`config.mk`:
```
export PLATFORM = sky130hd
export DESIGN_NAME = mem_access_ctrl_flat
export DESIGN_NICKNAME = d
export VERILOG_FILES = /design/src/rtl/mem_access_ctrl_if.sv /design/src/rtl/mem_access_ctrl.sv /design/src/flat_wrapper.sv
export SDC_FILE = /design/constraint.sdc
export NUM_CORES = 1
export LEC_CHECK = 0
export BUFFER_PORTS_ARGS = -buffer_cell sky130_fd_sc_hd__buf_4
export CORE_MARGIN = 5
export CORE_UTILIZATION = 30
export CTS_BUF_LIST = sky130_fd_sc_hd__clkbuf_2
export DETAILED_ROUTE_END_ITERATION = 8
export GPL_ROUTABILITY_DRIVEN = 0
export HOLD_SLACK_MARGIN = 0.05
export PLACE_DENSITY_LB_ADDON = 0.25
export SETUP_SLACK_MARGIN = 0.1
export SKIP_CTS_REPAIR_TIMING = 1
export SYNTH_ARGS = -nofsm -noshare
export SYNTH_HDL_FRONTEND = slang
export SYNTH_SLANG_ARGS = --single-unit
```
`constraint.sdc`:
```
create_clock -name clk -period 2.3 [get_ports clk]
set_input_delay 0.46 -clock clk [delete_from_list [all_inputs] [get_ports clk]]
set_output_delay 0.46 -clock clk [all_outputs]
set_load 0.005 [all_outputs]
```
`src/rtl/mem_access_ctrl_if.sv`:
```
// Data-memory bus between the MEM-stage controller and the memory.
// Request side driven by master, completion side by slave.
interface mem_access_ctrl_if;
  logic [29:0] DataMem_Address;
  logic        DataMem_Read;
  logic [3:0]  DataMem_WE;
  logic [31:0] DataMem_WriteData;
  logic        DataMem_Ready;
  logic [31:0] DataMem_ReadData;

  modport master (
    output DataMem_Address,
    output DataMem_Read,
    output DataMem_WE,
    output DataMem_WriteData,
    input  DataMem_Ready,
    input  DataMem_ReadData
  );

  modport slave (
    input  DataMem_Address,
    input  DataMem_Read,
    input  DataMem_WE,
    input  DataMem_WriteData,
    output DataMem_Ready,
    output DataMem_ReadData
  );
endinterface

```
`src/rtl/mem_access_ctrl.sv`:
```
// MEM-stage data-memory controller: bus request, load alignment,
// pipeline stall, misalignment and timeout reporting.
module mem_access_ctrl #(
  parameter int TIMEOUT_CYCLES = 16
) (
  input  logic        clk,
  input  logic        rst,
  input  logic        MEM_MemRead,
  input  logic        MEM_MemWrite,
  input  logic        MEM_MemByte,
  input  logic        MEM_MemHalf,
  input  logic        MEM_MemSignExt,
  input  logic [31:0] MEM_ALU_Result,
  input  logic [31:0] MEM_ReadData2,
  mem_access_ctrl_if.master dmem,
  output logic [31:0] MEM_ReadData,
  output logic        MEM_Stall,
  output logic        MEM_Exc_AdEL,
  output logic        MEM_Exc_AdES,
  output logic        MEM_BusError
);

  typedef enum logic [1:0] {
    S_IDLE,
    S_WAIT,
    S_DONE
  } state_t;

  localparam logic [7:0] LIMIT = 8'(TIMEOUT_CYCLES - 1);

  state_t      state_q, state_n;
  logic [7:0]  cnt_q, cnt_n;
  logic [31:0] rdata_q, rdata_n;
  logic        err_q, err_n;

  logic [1:0]  off;
  logic        is_byte, is_half, is_word;
  logic        is_wr, is_rd, active, misal;
  logic        req, stall, adel, ades, berr, ld_ok;
  logic [3:0]  we;
  logic [31:0] wd;
  logic [4:0]  shamt;
  logic [7:0]  lane8;
  logic [15:0] lane16;
  logic [31:0] ext;

  assign off     = MEM_ALU_Result[1:0];
  assign is_byte = MEM_MemByte;
  assign is_half = MEM_MemHalf & ~MEM_MemByte;
  assign is_word = ~MEM_MemHalf & ~MEM_MemByte;
  assign is_wr   = MEM_MemWrite;
  assign is_rd   = MEM_MemRead & ~MEM_MemWrite;
  assign active  = MEM_MemRead | MEM_MemWrite;
  assign misal   = (is_half & off[0])
                 | (is_word & (off != 2'b00));

  always_comb begin
    we = 4'b1111;
    wd = MEM_ReadData2;
    unique case (1'b1)
      is_byte: begin
        we = 4'b1000 >> off;
        wd = {4{MEM_ReadData2[7:0]}};
      end
      is_half: begin
        we = off[1] ? 4'b0011 : 4'b1100;
        wd = {2{MEM_ReadData2[15:0]}};
      end
      default: begin
        we = 4'b1111;
        wd = MEM_ReadData2;
      end
    endcase
  end

  // Big-endian: byte offset 0 is bits 31:24, so the shift is 8*(3-off).
  assign shamt  = {~off, 3'b000};
  assign lane8  = rdata_q[shamt +: 8];
  assign lane16 = off[1] ? rdata_q[15:0] : rdata_q[31:16];

  always_comb begin
    ext = rdata_q;
    unique case (1'b1)
      is_byte: ext = {{24{MEM_MemSignExt & lane8[7]}}, lane8};
      is_half: ext = {{16{MEM_MemSignExt & lane16[15]}}, lane16};
      default: ext = rdata_q;
    endcase
  end

  always_comb begin
    state_n = state_q;
    cnt_n   = cnt_q;
    rdata_n = rdata_q;
    err_n   = err_q;
    req     = 1'b0;
    stall   = 1'b0;
    adel    = 1'b0;
    ades    = 1'b0;
    berr    = 1'b0;
    ld_ok   = 1'b0;
    unique case (state_q)
      S_IDLE: begin
        err_n = 1'b0;
        if (active && misal) begin
          adel = ~is_wr;
          ades = is_wr;
        end else if (active) begin
          req   = 1'b1;
          stall = 1'b1;
          if (dmem.DataMem_Ready) begin
            rdata_n = dmem.DataMem_ReadData;
            state_n = S_DONE;
          end else begin
            cnt_n   = 8'd0;
            state_n = S_WAIT;
          end
        end
      end
      S_WAIT: begin
        req   = 1'b1;
        stall = 1'b1;
        cnt_n = cnt_q + 8'd1;
        // Ready takes priority over a coincident timeout.
        if (dmem.DataMem_Ready) begin
          rdata_n = dmem.DataMem_ReadData;
          state_n = S_DONE;
        end else if (cnt_q == LIMIT) begin
          err_n   = 1'b1;
          state_n = S_DONE;
        end
      end
      S_DONE: begin
        berr    = err_q;
        ld_ok   = is_rd & ~err_q;
        state_n = S_IDLE;
      end
      default: state_n = S_IDLE;
    endcase
  end

  always_ff @(posedge clk) begin
    if (rst) begin
      state_q <= S_IDLE;
      cnt_q   <= 8'd0;
      rdata_q <= 32'd0;
      err_q   <= 1'b0;
    end else begin
      state_q <= state_n;
      cnt_q   <= cnt_n;
      rdata_q <= rdata_n;
      err_q   <= err_n;
    end
  end

  logic req_g;
  assign req_g = req & ~rst;

  assign dmem.DataMem_Address   = MEM_ALU_Result[31:2];
  assign dmem.DataMem_Read      = req_g & is_rd;
  assign dmem.DataMem_WE        = (req_g & is_wr) ? we : 4'b0000;
  assign dmem.DataMem_WriteData = (req_g & is_wr) ? wd : 32'd0;

  assign MEM_Stall    = stall & ~rst;
  assign MEM_Exc_AdEL = adel & ~rst;
  assign MEM_Exc_AdES = ades & ~rst;
  assign MEM_BusError = berr & ~rst;
  assign MEM_ReadData = (ld_ok & ~rst) ? ext : 32'd0;

endmodule

```
`src/flat_wrapper.sv`:
```
// flat-port wrapper written by rule: the top's interface ports become plain ports
module mem_access_ctrl_flat 
#(
  parameter int TIMEOUT_CYCLES = 16
)
  (clk, rst, MEM_MemRead, MEM_MemWrite, MEM_MemByte, MEM_MemHalf, MEM_MemSignExt, MEM_ALU_Result, MEM_ReadData2, MEM_ReadData, MEM_Stall, MEM_Exc_AdEL, MEM_Exc_AdES, MEM_BusError, dmem_DataMem_Address, dmem_DataMem_Read, dmem_DataMem_WE, dmem_DataMem_WriteData, dmem_DataMem_Ready, dmem_DataMem_ReadData);
  mem_access_ctrl_if dmem_i ();
  input  logic clk;
  input  logic rst;
  input  logic MEM_MemRead;
  input  logic MEM_MemWrite;
  input  logic MEM_MemByte;
  input  logic MEM_MemHalf;
  input  logic MEM_MemSignExt;
  input  logic [31:0] MEM_ALU_Result;
  input  logic [31:0] MEM_ReadData2;
  output logic [31:0] MEM_ReadData;
  output logic MEM_Stall;
  output logic MEM_Exc_AdEL;
  output logic MEM_Exc_AdES;
  output logic MEM_BusError;
  output wire logic [$bits(dmem_i.DataMem_Address)-1:0] dmem_DataMem_Address;
  output wire logic [$bits(dmem_i.DataMem_Read)-1:0] dmem_DataMem_Read;
  output wire logic [$bits(dmem_i.DataMem_WE)-1:0] dmem_DataMem_WE;
  output wire logic [$bits(dmem_i.DataMem_WriteData)-1:0] dmem_DataMem_WriteData;
  input wire logic [$bits(dmem_i.DataMem_Ready)-1:0] dmem_DataMem_Ready;
  input wire logic [$bits(dmem_i.DataMem_ReadData)-1:0] dmem_DataMem_ReadData;
  assign dmem_DataMem_Address = dmem_i.DataMem_Address;
  assign dmem_DataMem_Read = dmem_i.DataMem_Read;
  assign dmem_DataMem_WE = dmem_i.DataMem_WE;
  assign dmem_DataMem_WriteData = dmem_i.DataMem_WriteData;
  assign dmem_i.DataMem_Ready = dmem_DataMem_Ready;
  assign dmem_i.DataMem_ReadData = dmem_DataMem_ReadData;
  mem_access_ctrl #(.TIMEOUT_CYCLES(TIMEOUT_CYCLES)) u_core (.clk(clk), .rst(rst), .MEM_MemRead(MEM_MemRead), .MEM_MemWrite(MEM_MemWrite), .MEM_MemByte(MEM_MemByte), .MEM_MemHalf(MEM_MemHalf), .MEM_MemSignExt(MEM_MemSignExt), .MEM_ALU_Result(MEM_ALU_Result), .MEM_ReadData2(MEM_ReadData2), .dmem(dmem_i), .MEM_ReadData(MEM_ReadData), .MEM_Stall(MEM_Stall), .MEM_Exc_AdEL(MEM_Exc_AdEL), .MEM_Exc_AdES(MEM_Exc_AdES), .MEM_BusError(MEM_BusError));
endmodule
```
Word level (Yosys, flattened, before mapping)
Index checks and enable logic that the tools add are counted.

RAM bits: 0. Memories: 0. Bits in latches: 0. Output and inout bits: 103. Word-level logic and storage cells: 81. Bits in registers: 43. Input port bits: 104. Bits in read-only memories: 0.

Div/mod/pow operators: 0. Reductions and logical operators: 8. Bitwise operators: 23. Magnitude comparators: 0. Shift-type cells: 2. Muxes and demuxes: 34. Add/subtract/negate cells: 1. Equality and inequality tests: 9. $mul: 0.

Operator list (count): 32-bit case mux with 2 select lines (3); 32-bit 2-to-1 mux (5); 32-bit by 6-bit variable part select with 8-bit output (1); 8-bit 2-to-1 mux (3); 16-bit 2-to-1 mux (1); 8-bit case mux with 2 select lines (1); 1-bit bitwise AND (15); 1-bit 2-to-1 mux (10); 2-bit 2-to-1 mux (5); 3-bit AND reduction (3); 8-bit by 1-bit adder with 8-bit output, second input constant (1); 8-bit by 4-bit == test with 1-bit output, second input constant (1); 4-bit 2-to-1 mux (2); 4-bit case mux with 2 select lines (1); 2-bit inequality test, second input constant (3); 1-bit NOT (5); 2-bit by 1-bit inequality test with 1-bit output, second input constant (2); 1-bit case mux with 2 select lines (2); 2-bit case mux with 2 select lines (1); 4-bit AND reduction (1); 2-bit nonzero test (2); 4-bit by 2-bit right shift with 4-bit output, first input constant (1); 3-bit by 2-bit inequality test with 1-bit output, second input constant (1); 2-bit by 1-bit == test with 1-bit output, second input constant (1); 5 further kinds (6).

Depth between registers and ports, before layout
Gate-level depths: netlist of the first run.

Depth in word-level cells: 10. Depth in mapped cells: 7.

Least setup slack after synthesis of the first run
No wires, ideal clock.

Path kind: input-to-output. Start: input port MEM_ALU_Result[0]. End: output port MEM_ReadData[21]. Path buffers: 1. Slack: 135 ps. Required time: 1840 ps. Arrival time: 1705 ps. Cell stages on the path: 5. Path through: mux4_2 > and2_1 > o211a_2 > buf_2 > a21o_1.

Cells in the longest elaborated chain, start to end: 5.

Ends and longest elaborated chain: start, declared (line flat_wrapper.sv:15) `input logic [31:0] MEM_ALU_Result;`; 2-bit NOT (line mem_access_ctrl.sv:77) `assign shamt = {~off, 3'b000};`; 32-bit by 6-bit variable part select with 8-bit output (line mem_access_ctrl.sv:78) `assign lane8 = rdata_q[shamt +: 8];`; 1-bit bitwise AND (line mem_access_ctrl.sv:84) `is_byte: ext = {{24{MEM_MemSignExt & lane8[7]}}, lane8};`; 32-bit case mux with 2 select lines (line mem_access_ctrl.sv:83) `unique case (1'b1)`; 32-bit 2-to-1 mux (line mem_access_ctrl.sv:167) `assign MEM_ReadData = (ld_ok & ~rst) ? ext : 32'd0;`; end, declared (line flat_wrapper.sv:17) `output logic [31:0] MEM_ReadData;`.

Every way passes these cells.

Worst setup path after layout of the first run
Start: register u_core.state_q[0]. End: output port MEM_ReadData[23].

Cells in the longest elaborated chain, start to end: 4.

Ends and longest elaborated chain: start, declared (line mem_access_ctrl.sv:31) `state_t state_q, state_n;`; start signal, assigned (line mem_access_ctrl.sv:148) `state_q <= state_n;`; 2-bit == test (line mem_access_ctrl.sv:101) `unique case (state_q)`; 1-bit 2-to-1 mux (line mem_access_ctrl.sv:101); 1-bit bitwise AND (line mem_access_ctrl.sv:167); 32-bit 2-to-1 mux (line mem_access_ctrl.sv:167).

Every way passes these cells.

==> results of run 1 <==
state kept, by name, summed over array words and instances (netlist names):
name,count
u_core.state_q,2
u_core.rdata_q,32
u_core.cnt_q,8
u_core.err_q,1
cell families after synthesis:
kind of cell / count (synthesis)
AND/OR/NAND/NOR: 202
AO/OA/AOI/OAI: 74
buffers and inverters: 69
multiplexers: 57
flip-flops: 43
adder cells (fa/ha/maj): 1
worst min path at each step:
| stage | to | slack [ns] | depth (start not counted) |
|---|---|---|---|
| after global placement | u_core.rdata_q[8]$_SDFFE_PP0P_ | 0.46 | 2 |
| after CTS | u_core.rdata_q[13]$_SDFFE_PP0P_ | 0.24 | 3 |
| final | u_core.rdata_q[31]$_SDFFE_PP0P_ | 0.25 | 3 |
| after global routing | u_core.rdata_q[13]$_SDFFE_PP0P_ | 0.21 | 3 |
| after floorplan | u_core.rdata_q[10]$_SDFFE_PP0P_ | 0.44 | 2 |
| after detailed placement | u_core.rdata_q[8]$_SDFFE_PP0P_ | 0.47 | 2 |
layout make-up:
cell class | instances | area [µm²]
fillers | 1106 | 5856
multi-input cells | 335 | 2365
repair buffers | 190 | 1604
flip-flops and latches | 43 | 864.6
well taps | 140 | 175.2
inverters | 8 | 30.03
clock buffers | 5 | 25.02
clock inverters | 2 | 13.76
diodes | 1 | 2.502
placed cells by master, fill, tap and decap left out, drive strengths merged, types with 9 or more instances in the layout:
master and count:
a21o 16, and2 10, mux2i 42, a21oi 24, buf 187, nand2 119, a211oi 9, nor2 42
dfxtp 43
layer usage:
layer  share of wire, %  wire (µm)
met2                 49       6138
met1                 43       5343
met5                  0          0
met3                5.7        720
met4                2.8        353
power groups by stage:
stage | Sequential, mW | Combinational, mW | Clock [mW]
after floorplan | 0.827 | 0.323 | 0
after global placement | 0.840 | 0.528 | 0
after detailed placement | 0.841 | 0.536 | 0
after CTS | 0.826 | 0.537 | 0.350
after global routing | 0.836 | 0.669 | 0.384
final | 0.828 | 0.615 | 0.339
worst max-delay path: stages (launching register included):
cell and delay [ns]:
dfxtp_2 0.38, or3b_4 0.37, or3_4 0.37, buf_12 0.16, nor2_4 0.11, buf_12 0.14
a21o_1 0.12, buf_4 0.10
through the flow:
| stage | hold WS [ns] | instances | area (µm²) |
|---|---|---|---|
| after detailed placement | 0.4658 | 704 | 4578 |
| after floorplan | 0.4413 | 446 | 3387 |
| after CTS | 0.2354 | 711 | 4617 |
| after global routing | 0.2124 | 724 | 5080 |
| after global placement | 0.4554 | 704 | 4578 |
| final | 0.2526 | 724 | 5080 |
==> results.yml, run 1 <==
run_status:
  outcome: "finished with violations"
  violations: "negative setup slack"
critical_path:
  r2r-end: "u_core.cnt_q[7]$_SDFFE_PP0P_"
  start_kind: "flop"
  endpoint_kind: "output pin"
  critical_path_arrival_ns: 2.16
  rrSetupSlack_ns: 0.65
  required_ns: 1.84
  path_max_fanout: 8
  r2r_cells: 7
  r2r-start: "u_core.state_q[1]$_SDFFE_PP0P_"
  critPathCapture: "MEM_ReadData[23]"
  path_class: "flop to output pin"
  crit_start: "u_core.state_q[0]$_SDFFE_PP0P_"
power_and_ir_drop:
  powerDensity_nw_per_um2: 350.7
  cellInternalPower_mw: 1.178
  seq_power_share_pct: 46.5
  total_power_mw: 1.782
  power_frac_comb_pct: 34.5
  p_sw_mw: 0.6035
  ir_worst_vdd_v: 0.0002596
  p_leak_nw: 2.347
  switching_share_pct: 33.87
  clkPwrFrac_pct: 19.0
clock_network:
  path_clk_slew_ns: 0.25
  clk_latency_ns: 0.41
  clock_sinks: 43
  clock_path_buffers: 2
  cts_max_level: 2
  numCtsBuffers: 5
  cts_tree: "built"
  clock_tree.root_cell: "clkbuf_2"
yosys:
  yosysTopAreaCell: "dfxtp_1"
  synth_edf_count: 0
  ys_seq_elements: 43
  yosys_warnings: 0
  yosys-top-cells-count: "nand2_1 (118), dfxtp_1 (43), mux2i_1 (42)"
  synth_top_family_by_area: "simple AND/OR/NAND/NOR gates"
  synth_xor_area_share_pct: 0
  async_reset_ff_share_pct: 0
  ys_seq_area_share_pct: 25.42
  synthTopCellsByArea: "dfxtp_1 (25%), nand2_1 (13%), mux2i_1 (12%)"
  synth_top_area_share_pct: 25.42
  synth_cell_type_count: 47
  synthAdderAreaFrac_pct: 0.3694
  synth_mux_area_share_pct: 20.06
  synth-compound-area-share_pct: 15.40
  netlist_area_um2: 3387
  yosysMostFrequentCell: "nand2_1"
  syn-num-nets: 551
  syn_avg_cell_area_um2: 7.594
  syn_inst: 446
  synth_ff_type: "dfxtp_1"
  synth_simple_gate_area_share_pct: 25.97
sta:
  slew_headroom_pct: 54.55
  min_period_ns: 2.624
  fin_crit_sh_pct: 114.1
  hold_viol: 0
  fin_ws_ns: -0.3238
  fmax_mhz: 381.1
  drv_slew: 0
  setup_tns_ns: -8.229
  skew_ns: 0.01835
  setup-violations-final: 32
  rsz0062_at_grt: "yes"
  worst_pin_slew_ns: 0.6818
floorplan:
  coreArea_um2: 10940
  die_width_um: 116.3
  die_area_um2: 13520
  initial_utilization_pct: 30.97
  pin_count: 207
  num_rows: 38
  die_h_um: 116.3
grt:
  grt-ovfl-total: 0
  track_usage_pct: 16.22
  use_met1_pct: 21.54
  grt_pass1_wl_mm: 17.60
  grtUsageMet2_pct: 26.77
  antenna_found_initial: 1
  use_met3_pct: 2.332
  grt_pass1_vias: 3485
  busiest_layer: "met2"
  grt_max_degree: 71
place:
  post-place-ws_ns: -0.2096
  io_buffers: 146
  place_hpwl_mm: 9.036
route:
  wl_per_cell_um: 17.34
  vias: 3684
  dr.pass1.iters: 4
  drc: 0
  drtIter0Drc: 161
  route.antenna.remaining_nets: 0
  viasPerCell: 5.088
  routed_wl_mm: 12.56
final_layout:
  layout-drive-gt1-share_pct: 47.17
  syn_to_final_growth_pct: 49.98
  final_util_pct: 46.45
  fin_nets: 688
flow_run:
  drv_cap: 0
worst_hold_path:
  min_from: "dmem_DataMem_ReadData[31]"
  hold_path_class: "primary input to flop"
Power figures use the tool's default switching activity.
==> inputs of run 2 (changes only) <==
- SKIP_CTS_REPAIR_TIMING: 1 -> not set
==> run 2 against run 1 <==
Compared with the run above: the flow still finishes with violations (negative setup slack); clock-buffer cell count unchanged; sequential cell count is the same; sequential power barely moved; fmax is 1.2% lower; clock power about the same; via count grew 1.5%; die area is the same; critical path type unchanged; critical endpoint is now MEM_ReadData[31]; highest routed layer unchanged.
==> results.yml, run 2 (synthesis results as in run 1) <==
critical_path:
  crit_start: "u_core.state_q[0]$_SDFFE_PP0P_"
  start_kind: "flop"
  r2r_cells: 7
  path_cells: "or3b_4 > or3_4 > buf_12 > nor2_4 > buf_6 > a21o_1 > buf_4"
  r2r-end: "u_core.cnt_q[6]$_SDFFE_PP0P_"
  critPathBufInv: 3
  critPathMaxStageDelay_ns: 0.39
  critPathCapture: "MEM_ReadData[31]"
  required_ns: 1.84
  r2r-start: "u_core.state_q[0]$_SDFFE_PP0P_"
  endpoint_kind: "output pin"
  path_max_fanout: 8
  worst_path_max_delay_cell: "or3_4"
  path_class: "flop to output pin"
  crit_cells: 7
  rrSetupSlack_ns: 0.59
  path_delay_family: "simple AND/OR/NAND/NOR gates"
  critical_path_arrival_ns: 2.20
flow_run:
  drv_cap: 0
sta:
  fin_crit_sh_pct: 115.5
  worst_pin_slew_ns: 0.6760
  fmax_mhz: 376.4
  rsz0062_at_grt: "yes"
  setup-violations-final: 32
  drv_slew: 0
  slew_headroom_pct: 54.93
  hold_viol: 0
  fin_ws_ns: -0.3567
  min_period_ns: 2.657
  skew_ns: 0.01912
  fin_hold_ws_ns: 0.2407
  setup_tns_ns: -8.991
clock_network:
  clk_latency_ns: 0.42
  clock_tree.root_cell: "clkbuf_2"
  numCtsBuffers: 5
  cts_tree: "built"
  clock_sinks: 43
  cts_max_level: 2
  postCtsHoldBufs: 0
  path_clk_slew_ns: 0.25
  clock_path_buffers: 2
worst_hold_path:
  hold_path_class: "primary input to flop"
route:
  wl_per_cell_um: 17.38
  dr.pass1.iters: 4
  route.antenna.remaining_nets: 0
  drtIter0Drc: 189
  vias: 3740
  routed_wl_mm: 12.69
  viasPerCell: 5.123
  drc: 0
power_and_ir_drop:
  p_leak_nw: 2.391
  ir_worst_vdd_v: 0.0002617
  switching_share_pct: 33.90
  power_frac_comb_pct: 35.0
  clkPwrFrac_pct: 18.8
  seq_power_share_pct: 46.2
  powerDensity_nw_per_um2: 347.7
  cellInternalPower_mw: 1.187
  p_sw_mw: 0.6085
grt:
  use_met3_pct: 2.435
  track_usage_pct: 17.60
  grt_pass1_vias: 3694
  use_met1_pct: 23.34
  grtUsageMet2_pct: 28.87
  antenna_found_initial: 1
  grt_pass1_wl_mm: 18.93
  grt_max_degree: 71
  grt-ovfl-total: 0
  busiest_layer: "met2"
final_layout:
  top_regs: "u_core.rdata_q (32), u_core.cnt_q (8), u_core.state_q (2)"
  final.fill_count: 1101
  final_cell_mix: "buf_4 (173), nand2_1 (116), mux2i_1 (42)"
  final_util_pct: 47.21
  top_register: "u_core.rdata_q"
  layout-drive-gt1-share_pct: 46.69
  final_common_cell: "buf_4"
  largest_reg_flops: 32
  fin_nets: 694
  syn_to_final_growth_pct: 52.42
place:
  io_buffers: 146
  place_hpwl_mm: 9.036
floorplan:
  die_area_um2: 13520
  initial_utilization_pct: 30.97
  die_h_um: 116.3
  pin_count: 207
  die_width_um: 116.3
  num_rows: 38
  coreArea_um2: 10940
run_status:
  outcome: "finished with violations"
  violations: "negative setup slack"
-- run 2: layout make-up --
| type | count | area [µm²] | area share (%) |
|---|---|---|---|
| Antenna cell | 1 | 2.502 | 0.04847 |
| Timing Repair Buffer | 196 | 1685 | 32.65 |
| Tap cell | 140 | 175.2 | 3.393 |
| Clock inverter | 2 | 13.76 | 0.2666 |
| Clock buffer | 5 | 25.02 | 0.4847 |
| Sequential cell | 43 | 864.6 | 16.75 |
| Multi-Input combinational cell | 335 | 2366 | 45.83 |
| Inverter | 8 | 30.03 | 0.5817 |
-- run 2: routing by layer --
layer	routed length, µm	share of wire (%)
met1	5369	42
met2	6191	49
met3	734	5.8
met4	391	3.1
met5	0	0
-- run 2: worst reg2reg max path: cells and delay by family (launching register included) --
family,cells,cell delay [ns]
simple gates,2,0.54
compound gates,1,0.27
buf+inv,4,0.45
flops,1,0.39
-- run 2: repair_timing --
item | CTS | global route
cloned | 4 | 1
endpoints found under the setup margin | 68 | 70
buffers inserted | 7 | 8
pin swaps | 30 | 22
resized for setup | 60 | 24
-- run 2: stage by stage --
stage	worst slack [ns]	total power, mW	instances	instance area (µm²)
finish	-0.3567	1.795	730	5162
global route	-0.4625	1.902	730	5162
CTS	-0.3616	1.775	722	4997
detailed placement	-0.2096	1.376	704	4578
global placement	-0.1795	1.369	704	4578
floorplan	0.1350	1.151	446	3387
-- run 2: power by group through the flow --
stage	logic, mW	registers, mW	clock network, mW
after floorplan	0.323	0.827	0
after CTS	0.598	0.827	0.350
after global placement	0.528	0.840	0
after detailed placement	0.536	0.841	0
after global routing	0.681	0.836	0.384
final	0.628	0.829	0.338
-- run 2: worst min path at each step --
stage	start	to	cells after the start
CTS	dmem_DataMem_ReadData[31]	u_core.rdata_q[31]$_SDFFE_PP0P_	3
global placement	u_core.rdata_q[8]$_SDFFE_PP0P_	u_core.rdata_q[8]$_SDFFE_PP0P_	2
global route	dmem_DataMem_ReadData[13]	u_core.rdata_q[13]$_SDFFE_PP0P_	3
floorplan	u_core.rdata_q[10]$_SDFFE_PP0P_	u_core.rdata_q[10]$_SDFFE_PP0P_	2
detailed placement	u_core.rdata_q[8]$_SDFFE_PP0P_	u_core.rdata_q[8]$_SDFFE_PP0P_	2
finish	dmem_DataMem_ReadData[31]	u_core.rdata_q[31]$_SDFFE_PP0P_	3
